===== src/rtl/quad_decoder_if.sv =====
// Quadrature encoder bundle: raw pins in, debounced phase and step pulses out.
interface quad_decoder_if;
    logic       a;
    logic       b;
    logic       step_cw;
    logic       step_ccw;
    logic       err;
    logic [1:0] ab_db;

    modport master (output a, b, input step_cw, step_ccw, err, ab_db);
    modport slave  (input a, b, output step_cw, step_ccw, err, ab_db);
endinterface


===== src/rtl/quad_decoder.sv =====
// Quadrature front end: per-pin synchroniser and debouncer, Gray-phase decode,
// sub-step accumulation into one-cycle cw/ccw/err pulses.
module quad_decoder #(
    parameter int unsigned DEBOUNCE_N      = 14,
    parameter int unsigned STEPS_PER_PULSE = 4
) (
    input  logic           clk,
    input  logic           rst,
    quad_decoder_if.slave  bus
);
    localparam int unsigned CNT_W = DEBOUNCE_N;
    localparam logic signed [3:0] STEPS = 4'(STEPS_PER_PULSE);

    logic [1:0]       s1, s2;
    logic [1:0]       db, db_nxt;
    logic [1:0]       prev;
    logic [CNT_W-1:0] cnt [2];
    logic [CNT_W-1:0] cnt_nxt [2];
    logic signed [3:0] sub, sub_step, sub_nxt;
    logic             cw_q, ccw_q, err_q;
    logic             cw_nxt, ccw_nxt, err_nxt;

    // Next position on the clockwise ring 01 -> 11 -> 10 -> 00 -> 01.
    function automatic logic [1:0] cw_next(input logic [1:0] p);
        case (p)
            2'b01:   cw_next = 2'b11;
            2'b11:   cw_next = 2'b10;
            2'b10:   cw_next = 2'b00;
            default: cw_next = 2'b01;
        endcase
    endfunction

    // Synchroniser runs through reset so db can track the pins while held.
    always_ff @(posedge clk) begin
        s1 <= {bus.a, bus.b};
        s2 <= s1;
    end

    // Debounce: commit only after 2^N consecutive differing samples.
    always_comb begin
        db_nxt = db;
        for (int i = 0; i < 2; i++) begin
            cnt_nxt[i] = '0;
            if (s2[i] != db[i]) begin
                if (cnt[i] == '1) db_nxt[i] = s2[i];
                else              cnt_nxt[i] = cnt[i] + CNT_W'(1);
            end
        end
    end

    // Phase decode and sub-step accumulation.
    always_comb begin
        sub_step = sub;
        sub_nxt  = sub;
        cw_nxt   = 1'b0;
        ccw_nxt  = 1'b0;
        err_nxt  = 1'b0;
        if (db != prev) begin
            if (db == cw_next(prev))      sub_step = sub + 4'sd1;
            else if (prev == cw_next(db)) sub_step = sub - 4'sd1;
            else                          err_nxt  = 1'b1;
        end
        if (err_nxt) begin
            sub_nxt = '0;
        end else if (sub_step == STEPS) begin
            cw_nxt  = 1'b1;
            sub_nxt = '0;
        end else if (sub_step == -STEPS) begin
            ccw_nxt = 1'b1;
            sub_nxt = '0;
        end else begin
            sub_nxt = sub_step;
        end
    end

    always_ff @(posedge clk) begin
        if (!rst) begin
            db     <= s2;
            prev   <= s2;
            cnt[0] <= '0;
            cnt[1] <= '0;
            sub    <= '0;
            cw_q   <= 1'b0;
            ccw_q  <= 1'b0;
            err_q  <= 1'b0;
        end else begin
            db     <= db_nxt;
            prev   <= db;
            cnt[0] <= cnt_nxt[0];
            cnt[1] <= cnt_nxt[1];
            sub    <= sub_nxt;
            cw_q   <= cw_nxt;
            ccw_q  <= ccw_nxt;
            err_q  <= err_nxt;
        end
    end

    assign bus.ab_db    = db;
    assign bus.step_cw  = cw_q;
    assign bus.step_ccw = ccw_q;
    assign bus.err      = err_q;
endmodule


===== src/flat_wrapper.sv =====
// flat-port wrapper written by rule: the top's interface ports become plain ports
module quad_decoder_flat 
#(
    parameter int unsigned DEBOUNCE_N      = 14,
    parameter int unsigned STEPS_PER_PULSE = 4
)
  (clk, rst, bus_a, bus_b, bus_step_cw, bus_step_ccw, bus_err, bus_ab_db);
  quad_decoder_if bus_i ();
  input  logic clk;
  input  logic rst;
  input wire logic [$bits(bus_i.a)-1:0] bus_a;
  input wire logic [$bits(bus_i.b)-1:0] bus_b;
  output wire logic [$bits(bus_i.step_cw)-1:0] bus_step_cw;
  output wire logic [$bits(bus_i.step_ccw)-1:0] bus_step_ccw;
  output wire logic [$bits(bus_i.err)-1:0] bus_err;
  output wire logic [$bits(bus_i.ab_db)-1:0] bus_ab_db;
  assign bus_i.a = bus_a;
  assign bus_i.b = bus_b;
  assign bus_step_cw = bus_i.step_cw;
  assign bus_step_ccw = bus_i.step_ccw;
  assign bus_err = bus_i.err;
  assign bus_ab_db = bus_i.ab_db;
  quad_decoder #(.DEBOUNCE_N(DEBOUNCE_N), .STEPS_PER_PULSE(STEPS_PER_PULSE)) u_core (.clk(clk), .rst(rst), .bus(bus_i));
endmodule

===== config.mk =====
export PLATFORM = sky130hd
export DESIGN_NAME = quad_decoder_flat
export DESIGN_NICKNAME = d
export VERILOG_FILES = /design/src/rtl/quad_decoder_if.sv /design/src/rtl/quad_decoder.sv /design/src/flat_wrapper.sv
export SDC_FILE = /design/constraint.sdc
export NUM_CORES = 1
export LEC_CHECK = 0
export ABC_AREA = 1
export CORE_ASPECT_RATIO = 1.2
export CORE_MARGIN = 2
export CORE_UTILIZATION = 43
export DETAILED_ROUTE_END_ITERATION = 8
export HOLD_SLACK_MARGIN = 0.1
export SYNTH_ARGS = -nofsm -noshare
export SYNTH_HDL_FRONTEND = slang
export SYNTH_SLANG_ARGS = --single-unit

===== constraint.sdc =====
create_clock -name clk -period 1.9 [get_ports clk]
set_input_delay 0.285 -clock clk [delete_from_list [all_inputs] [get_ports clk]]
set_output_delay 0.285 -clock clk [all_outputs]
set_load 0.01 [all_outputs]

==> impl_metrics.py, run 1 <==
metrics = {
    "status": {
        "outcome": "finished, final reports clean",
    },
    "cells_and_area": {
        "drive_above_1_share": 0.139,
        "area_delta_synth_final_pct": 12.2,
        "diodes": 0,
        "final_nets": 281,
    },
    "synthesis": {
        "synth_edf_count": 2,
        "syn_area_sq_um": 2010,
        "synth_xor_xnor_area_share": 0.0786,
        "syn_avg_cell_area_sq_um": 7.71,
        "synthArstFlopShare": 0,
        "synth.cells.most_frequent": "nand2_1 (48), dfxtp_1 (41), nor2_1 (37)",
        "ys_seq_area_frac": 0.439,
        "synth.distinct_cells": 28,
        "synth-adder-area-share": 0.0250,
        "synth_compound_area_frac": 0.0405,
        "yosysMostFrequentCell": "nand2_1",
        "synth-seq-cells": 43,
        "synth_ff_type": "dfxtp_1",
        "yosys.area_share.simple": 0.337,
        "yosys-mux-area-fraction": 0,
        "yosys.area.top_type": "dfxtp_1",
        "yosys_warnings": 0,
        "postSynthCellCount": 260,
        "synth_top_area_frac": 0.409,
        "synthesis.nets": 268,
        "synth.area.top_cells": "dfxtp_1 (41%), nand2_1 (9.0%), nor2_1 (6.9%)",
        "synth_top_family_by_area": "simple AND/OR/NAND/NOR gates",
    },
    "pwr": {
        "cellLeakagePower_nw": 0.940,
        "power_frac_clock": 0.364,
        "powerDensity_nw_per_um2": 824,
        "p_comb_frac": 0.118,
        "power_switching_mw": 0.439,
        "switching_share": 0.237,
        "p_total_mw": 1.86,
        "internal-power_mw": 1.42,
        "pwr-share-seq": 0.518,
        "peakVddDrop_mv": 0.405,
    },
    "critical_path": {
        "path_max_fanout": 6,
        "path_depth": 1,
        "worst-path-buf-inv": 1,
        "critPathTopFamily": "buffers and inverters",
        "endpoint_kind": "primary output",
        "crit_chain": "clkdlybuf4s50_1",
        "critPathKind": "reg -> out",
        "slowest_stage": "clkdlybuf4s50_1",
        "arrival_ns": 1.35,
        "crit_required_ns": 1.62,
        "cp-start-kind": "flip-flop",
        "rr_worst_depth": 5,
        "slowest_delay_ns": 0.58,
    },
    "clock_network": {
        "postCtsHoldBufs": 0,
        "cts_buffers": 5,
        "clockBufferDepth": 2,
        "clk_pin_slew_worst_paths_ns": 0.08,
        "cts_tree": "built",
        "clockRootBuffer": "clkbuf_8",
        "htree_levels": 2,
        "clock_sinks": 43,
        "clk_latency_ns": 0.29,
    },
    "timing": {
        "finalSetupViolations": 0,
        "tns_ns": 0,
        "rsz0062_at_grt": "no",
        "fin_crit_sh": 0.862,
        "slew_viol_final": 0,
        "relSlewSlack": 0.812,
        "holdWs_ns": 0.331,
        "hold_violations": 0,
        "skew_ns": 0.00891,
        "tightestPinTransition_ns": 0.281,
        "period_minus_slack_ns": 1.64,
        "fmax_mhz": 611,
        "worst_slack_ns": 0.263,
    },
    "routing": {
        "drt-total-wl_um": 3130,
        "drt-initial-drc-count": 46,
        "routed_via_density": 4.50,
        "drc": 0,
        "vias": 1493,
        "first_pass_iters": 4,
        "post_drt_wl_per_cell_um": 9.44,
        "antenna_left": 0,
    },
    "grt": {
        "gr-usage-all-layers": 0.144,
        "grt_first_pass_wirelength_um": 5800,
        "antenna_found_initial": 0,
        "grt_pass1_vias": 1393,
        "grt_max_degree": 14,
        "grt_overflow_total": 0,
    },
    "hold_path": {
        "min_path_type": "reg -> reg",
        "min_path_cells": 0,
    },
    "floorplan": {
        "die-height_um": 78.8,
        "io_pins": 9,
        "die-area_sq_um": 5230,
        "coreArea_sq_um": 4530,
        "initial_core_util": 0.443,
        "die_w_um": 66.3,
        "fp-row-count": 27,
    },
    "placed_design": {
        "portBuffers": 8,
        "hpwlAfterDp_um": 2430,
        "pre_cts_slack_ns": 0.187,
        "place_congestion": 0.709,
    },
    "flow_run": {
        "cap_violations": 0,
    },
}
==> cell type report <==
| cell class | instances | area, sq um |
|---|---|---|
| inverters | 38 | 143 |
| well taps | 58 | 72.6 |
| clock inverters | 1 | 30.0 |
| flip-flops and latches | 43 | 881 |
| fillers | 461 | 2280 |
| clock buffers | 7 | 76.3 |
| repair buffers | 8 | 80.1 |
| multi-input cells | 177 | 968 |
==> repair_timing <==
action / in CTS / in global routing
setup endpoints to repair: 0 / 4
resized for setup: 0 / 1
buffers inserted: 0 / 0
==> placed cells by master (no fill, tap or decap), drive strengths merged <==
master          n
nand4           4
nor2           45
xnor2           8
a21oi           7
inv            38
clkdlybuf4s50   8
nand2          63
bufinv          1
o211ai          1
dfxtp          41
or2             2
nor3b           2
clkbuf          7
nor3            6
xor2           10
o21ai           7
ha              4
edfxtp          2
nand3          18
==> worst reg2reg max path: stages (launching register included) <==
cell     delay (ns)
dfxtp_1        0.37
ha_1           0.23
nand4_2        0.18
nor2_2         0.16
nand4_1        0.15
o21ai_0        0.21
==> sequential cells by signal, summed over array words and instances (netlist names) <==
name                 flops
u_core.bus.ab_db         2
u_core.cnt              28
u_core.bus.err           1
u_core.s2                2
u_core.s1                2
u_core.bus.step_cw       1
u_core.prev              2
u_core.bus.step_ccw      1
u_core.sub               4
==> through the flow <==
stage                util  std cells  area, sq um
finish              0.497        332         2250
global route        0.497        332         2250
floorplan               -        260         2010
detailed placement  0.473        324         2140
CTS                 0.497        332         2250
global placement    0.473        324         2140
==> path summary, 6_finish.rpt <==
kind | endpoint | slack [ns] | startpoint
setup / recovery | bus_ab_db[0] | 0.26 | u_core.bus.ab_db[0]
hold / removal | u_core.s2[0] | 0.33 | u_core.s1[0]
setup reg to reg | u_core.bus.ab_db[0] | 0.32 | u_core.cnt[0][0]
hold reg to reg | u_core.s2[0] | 0.33 | u_core.s1[0]
==> cell families (layout without fill, tap and decap cells) <==
kind of cell             after synthesis  count (layout)
AO/OA/AOI/OAI                         15              15
AND/OR/NAND/NOR                      140             140
buffers and inverters                 40              54
adder cells (fa/ha/maj)                4               4
flip-flops                            43              43
XOR/XNOR                              18              18
==> power groups by stage <==
stage	registers (mW)	clock network (mW)	logic [mW]
3_3_place_gp	0.982	0	0.220
4_1_cts	0.962	0.709	0.222
3_5_place_dp	0.983	0	0.221
6_report	0.962	0.675	0.218
5_1_grt	0.968	0.745	0.251
2_1_floorplan	0.982	0	0.174
==> per-layer routing <==
metal  wire length, um  part of all wire  vias to the layer above  GRT usage
li1                  -                 -                      831          -
met1              1500              0.48                      646      0.166
met2              1490              0.48                       10      0.243
met3                72             0.023                        6     0.0382
met4                68             0.022                        0     0.0735
met5                 0                 0                        -          0
No activity file was read; power rests on OpenSTA's default activity.
==> run 2, diff against run 1 <==
CTS_CLUSTER_SIZE = 14   (was default)
==> results of run 2 <==
Final layout, timing and power as in run 1 (identical DEF).
==> run 3, diff against run 2 <==
SLEW_MARGIN = 20   (was default)
==> results of run 3 <==
Final layout, timing and power as in run 1 (identical DEF).
